### config.mk
export PLATFORM = sky130hd
export DESIGN_NAME = uart_rx_oversampled
export DESIGN_NICKNAME = d
export VERILOG_FILES = /design/src/rtl/uart_rx_oversampled.sv
export SDC_FILE = /design/constraint.sdc
export NUM_CORES = 1
export LEC_CHECK = 0
export CORE_MARGIN = 8
export CORE_UTILIZATION = 58
export DETAILED_ROUTE_END_ITERATION = 12
export PLACE_DENSITY = 0.83
export SLEW_MARGIN = 10
export SYNTH_ARGS = -nofsm -noshare
export SYNTH_HDL_FRONTEND = slang
export SYNTH_SLANG_ARGS = --single-unit
### constraint.sdc
create_clock -name Clk -period 4.15 [get_ports Clk]
set_input_delay 1.245 -clock Clk [delete_from_list [all_inputs] [get_ports Clk]]
set_output_delay 1.245 -clock Clk [all_outputs]
set_load 0.1 [all_outputs]
### src/rtl/uart_rx_oversampled.sv
// UART receiver driven by a 16x oversampling tick: start-bit qualification, mid-bit sampling,
// optional parity, stop-bit check and a hold-until-acknowledged output register.
module uart_rx_oversampled #(
  parameter int unsigned DATA_BITS  = 8,
  parameter bit          PARITY_EN  = 1'b0,
  parameter bit          PARITY_ODD = 1'b0
) (
  input  logic                 Clk,
  input  logic                 Rst_n,
  input  logic                 Tick,
  input  logic                 RxD,
  output logic [DATA_BITS-1:0] RxData,
  output logic                 RxValid,
  input  logic                 RxAck,
  output logic                 ParityErr,
  output logic                 FrameErr,
  output logic                 Overrun,
  output logic                 Busy
);

  localparam logic [3:0] LastBit = 4'(DATA_BITS - 1);

  typedef enum logic [2:0] {
    StIdle,
    StStart,
    StData,
    StParity,
    StStop
  } state_e;

  state_e               state_q, state_d;
  logic [1:0]           sync_q, sync_d;
  logic [3:0]           tick_cnt_q, tick_cnt_d;
  logic [3:0]           bit_cnt_q, bit_cnt_d;
  logic [DATA_BITS-1:0] shift_q, shift_d;
  logic                 perr_q, perr_d;
  logic [DATA_BITS-1:0] rx_data_q, rx_data_d;
  logic                 rx_valid_q, rx_valid_d;
  logic                 parity_err_q, parity_err_d;
  logic                 frame_err_q, frame_err_d;
  logic                 overrun_q, overrun_d;
  logic                 busy_q, busy_d;

  logic                 rxs;
  logic                 word_done;
  logic                 ferr;

  assign sync_d = {sync_q[0], RxD};
  assign rxs    = sync_q[1];

  // Frame FSM: every decision is gated by Tick so the state holds between ticks.
  always_comb begin
    state_d    = state_q;
    tick_cnt_d = tick_cnt_q;
    bit_cnt_d  = bit_cnt_q;
    shift_d    = shift_q;
    perr_d     = perr_q;
    word_done  = 1'b0;
    ferr       = 1'b0;

    if (Tick) begin
      unique case (state_q)
        StIdle: begin
          if (!rxs) begin
            state_d    = StStart;
            tick_cnt_d = 4'd0;
          end
        end
        StStart: begin
          if (tick_cnt_q == 4'd7) begin
            tick_cnt_d = 4'd0;
            if (!rxs) begin
              state_d   = StData;
              bit_cnt_d = 4'd0;
            end else begin
              state_d = StIdle;
            end
          end else begin
            tick_cnt_d = tick_cnt_q + 4'd1;
          end
        end
        StData: begin
          // Counter wraps 15 -> 0, which doubles as the per-sample reset.
          tick_cnt_d = tick_cnt_q + 4'd1;
          if (tick_cnt_q == 4'd15) begin
            shift_d   = {rxs, shift_q[DATA_BITS-1:1]};
            bit_cnt_d = bit_cnt_q + 4'd1;
            if (bit_cnt_q == LastBit) begin
              state_d = PARITY_EN ? StParity : StStop;
            end
          end
        end
        StParity: begin
          tick_cnt_d = tick_cnt_q + 4'd1;
          if (tick_cnt_q == 4'd15) begin
            perr_d  = ^{shift_q, rxs, PARITY_ODD};
            state_d = StStop;
          end
        end
        StStop: begin
          tick_cnt_d = tick_cnt_q + 4'd1;
          if (tick_cnt_q == 4'd15) begin
            // Leaving at mid stop bit keeps half a bit of slack for the next start edge.
            word_done = 1'b1;
            ferr      = ~rxs;
            state_d   = StIdle;
          end
        end
        default: begin
          state_d    = StIdle;
          tick_cnt_d = 4'd0;
        end
      endcase
    end
  end

  // Output register and valid/ack handshake.
  always_comb begin
    rx_data_d    = rx_data_q;
    parity_err_d = parity_err_q;
    frame_err_d  = frame_err_q;
    rx_valid_d   = rx_valid_q;
    overrun_d    = overrun_q;
    busy_d       = (state_d != StIdle);

    if (word_done) begin
      rx_data_d    = shift_q;
      parity_err_d = PARITY_EN & perr_q;
      frame_err_d  = ferr;
    end

    if (word_done) begin
      rx_valid_d = 1'b1;
    end else if (RxAck) begin
      rx_valid_d = 1'b0;
    end

    // An ack landing with a new word counts as reading the old one, so no overrun.
    if (RxAck && rx_valid_q) begin
      overrun_d = 1'b0;
    end else if (word_done && rx_valid_q) begin
      overrun_d = 1'b1;
    end
  end

  always_ff @(posedge Clk or negedge Rst_n) begin
    if (!Rst_n) begin
      sync_q       <= 2'b11;
      state_q      <= StIdle;
      tick_cnt_q   <= 4'd0;
      bit_cnt_q    <= 4'd0;
      shift_q      <= '0;
      perr_q       <= 1'b0;
      rx_data_q    <= '0;
      rx_valid_q   <= 1'b0;
      parity_err_q <= 1'b0;
      frame_err_q  <= 1'b0;
      overrun_q    <= 1'b0;
      busy_q       <= 1'b0;
    end else begin
      sync_q       <= sync_d;
      state_q      <= state_d;
      tick_cnt_q   <= tick_cnt_d;
      bit_cnt_q    <= bit_cnt_d;
      shift_q      <= shift_d;
      perr_q       <= perr_d;
      rx_data_q    <= rx_data_d;
      rx_valid_q   <= rx_valid_d;
      parity_err_q <= parity_err_d;
      frame_err_q  <= frame_err_d;
      overrun_q    <= overrun_d;
      busy_q       <= busy_d;
    end
  end

  assign RxData    = rx_data_q;
  assign RxValid   = rx_valid_q;
  assign ParityErr = parity_err_q;
  assign FrameErr  = frame_err_q;
  assign Overrun   = overrun_q;
  assign Busy      = busy_q;

endmodule
==> flow_summary.json <==
{
  "grt_use_total_pct": 14.21,
  "syn_area_um2": 1475,
  "synth-simple-area-share_pct": 12.89,
  "synth-compound-area-share_pct": 12.13,
  "grt_overflow": 0,
  "drtIter0Drc": 50,
  "worstPathArrival_ps": 1870,
  "power_density_nw_per_um2": 452.3,
  "rsz0062_at_grt": "no",
  "synth-seq-cells": 33,
  "synth_top_family_by_area": "multiplexers",
  "die-area_um2": 4413,
  "clk_latency_ps": 330,
  "critPathRequiredTime_ps": 2900,
  "grt_max_degree": 34,
  "power_mw": 0.7714,
  "synth-xor-area-share_pct": 0.5937,
  "synth_top_area_cell": "dfrtp_1",
  "die_h_um": 66.43,
  "min_path_type": "flip-flop to flip-flop",
  "status": "finished, final reports clean",
  "dpl-instance-area_um2": 1647,
  "critPathLaunchType": "flip-flop",
  "hold_viol_final": 0,
  "die_w_um": 66.43,
  "antenna_cells": 0,
  "cp_max_fo": 3,
  "initial_core_util_pct": 60.09,
  "drt_pass1_iterations": 4,
  "yosys-top-cells-area": "dfrtp_1, mux2_2, dfstp_2",
  "period_needed_ps": 3113,
  "clk_pin_slew_worst_paths_ps": 110,
  "portBuffers": 16,
  "fin_nets": 147,
  "syn_inst": 122,
  "yosys_warnings": 0,
  "crit_type": "flip-flop to output pin",
  "cts.sinks": 33,
  "post_cts_buffers": 0,
  "cp_slowest_cell": "clkdlybuf4s50_1",
  "maxSlewHeadroom_pct": 34.51,
  "slowest_delay_ps": 1150,
  "num_io_pins": 18,
  "drcViolationCount": 0,
  "cts_tree": "built",
  "ant_nets": 0,
  "clock-skew-final_ps": 15.91,
  "cts_buffers": 5,
  "via_count": 1007,
  "synth_mux_area_share_pct": 12.98,
  "yosysUniqueCellTypes": 36,
  "viasPerCell": 5.889,
  "drt_wl_total_um": 2778,
  "place_congestion": 0.7805,
  "fin_area_um2": 1705,
  "endpoint_kind": "output pin",
  "worst_slew_pin_slew_ps": 979.3,
  "setup_viol": 0,
  "path_delay_family": "buffers and inverters",
  "holdBufCountCts": 0,
  "synth_seq_area_share_pct": 56.15,
  "antenna_found_initial": 0,
  "yosys.area.top_type_share_pct": 52.59,
  "grt_pass1_wl_um": 4830,
  "slew_viol_final": 0,
  "avgSynthCellArea_um2": 12.09,
  "fin_crit_sh_pct": 75.02,
  "p_leak_nw": 0.7614,
  "core_area_um2": 2455,
  "yosys.area_share.adder_pct": 1.696,
  "path_cells": "clkdlybuf4s50_1",
  "grt_pass1_vias": 1004,
  "wire_per_inst_um": 16.25,
  "hpwl_um": 1899,
  "synthToLayoutAreaGrowth_pct": 15.61,
  "tns_ps": 0,
  "maxCapViolations": 0,
  "dp_slack_ps": 962.5,
  "clock.fmax_mhz": 321.2,
  "drive_gt1_share_pct": 22.70,
  "fin_ws_ps": 1037,
  "fp-row-count": 18,
  "clockBufferDepth": 2,
  "cts-root-buf": "clkbuf_4",
  "path_buf_inv": 1,
  "synth_nets": 129,
  "vdd_ir_drop_max_mv": 0.3566,
  "cts-resized-gates": 0,
  "htree_levels": 2
}
-- Yosys cell counts (all sizes together) --
cell type,number
dfrtp,31
mux2,17
nand2,9
o21ai,9
buf,4
inv,4
nand3,4
nor2,4
nand2b,3
a21o,2
a21oi,2
a32o,2
clkbuf,2
dfstp,2
ha,2
nand3b,2
o21bai,2
o31ai,2
o41ai,2
or3b,2
or4,2
a211o,1
a2bb2oi,1
and3,1
and4bb,1
conb,1
nand4b,1
nor2b,1
o211ai,1
o21ba,1
o22ai,1
or3,1
or4b,1
xor2,1
-- cells by family (layout without fill, tap and decap cells) --
kind of cell,after synthesis,in the layout
other,1,1
and+or+nand+nor,32,32
muxes,17,17
AOI/OAI and AO/OA,26,26
DFF,33,33
buffers and inverters,10,29
xor gates and xnor gates,1,1
adders and majority gates,2,2
-- power breakdown --
| group | total [mW] | internal [mW] | switching (mW) | leakage, nW |
|---|---|---|---|---|
| clock | 0.185 | 0.0835 | 0.101 | 0.0326 |
| combinational | 0.172 | 0.0835 | 0.0885 | 0.297 |
| sequential | 0.414 | 0.358 | 0.0565 | 0.432 |
-- worst paths after layout --
path | startpoint | end | slack [ps] | depth (start not counted)
setup / recovery | RxValid | RxValid | 1040 | 1
hold / removal | sync_q[0] | sync_q[1] | 360 | 0
setup reg to reg | tick_cnt_q[0] | RxData[6] | 2080 | 4
hold reg to reg | sync_q[0] | sync_q[1] | 360 | 0
max in group asynchronous | Rst_n | sync_q[1] | 2520 | 2
min in group asynchronous | Rst_n | bit_cnt_q[2] | 1290 | 2
-- worst register-to-register path, delay by kind of cell, from the launching register on --
family / cells / cell delay (ps)
adders and majority gates: 1 / 290
DFF: 1 / 400
muxes: 1 / 380
and+or+nand+nor: 2 / 890
-- through the flow --
| stage | std cells | hold WS (ps) | utilization (%) |
|---|---|---|---|
| final | 171 | 361.6 | 69.47 |
| after detailed placement | 163 | 350.8 | 67.07 |
| after CTS | 171 | 363.3 | 69.47 |
| after global placement | 163 | 347.2 | 67.07 |
| after global routing | 171 | 368.7 | 69.47 |
| after floorplan | 122 | 345.2 | - |
-- routing by layer --
layer / vias to the layer above / global-route usage [%] / share of wire, %
met1: 499 / 17.22 / 45
met3: 6 / 5.593 / 6.8
li1: 474 / - / -
met4: 0 / 6.400 / 1.7
met5: - / 0 / 0
met2: 28 / 21.71 / 47
-- placed cells by master, fill, tap and decap left out, types with 2 or more instances in the layout --
| cell | instances |
|---|---|
| a32o_1 | 2 |
| a21o_1 | 2 |
| nor2_1 | 4 |
| or4_1 | 2 |
| inv_1 | 4 |
| ha_1 | 2 |
| nand3_1 | 4 |
| nand2b_1 | 3 |
| dfstp_2 | 2 |
| nand3b_1 | 2 |
| o31ai_1 | 2 |
| dfrtp_1 | 31 |
| o21ai_0 | 9 |
| a21oi_1 | 2 |
| mux2_2 | 17 |
| o41ai_1 | 2 |
| clkbuf_4 | 5 |
| clkdlybuf4s50_1 | 16 |
| or3b_2 | 2 |
| o21bai_1 | 2 |
| nand2_1 | 9 |
| clkbuf_1 | 2 |
-- state kept, by name, summed over array words and instances, names as in the netlist --
signal,flops
Busy,1
FrameErr,1
Overrun,1
RxData,8
RxValid,1
bit_cnt_q,4
shift_q,8
state_q,3
sync_q,2
tick_cnt_q,4
-- layout make-up --
type                       instances  area, um2
clock buffer                       8      58.81
fill                             174      749.5
inverter                           4      15.01
multi-input combinational         79      598.1
sequential                        33      828.3
tap                               30      37.54
timing repair buffer              17      167.7
(Power assumes the default switching activity.)
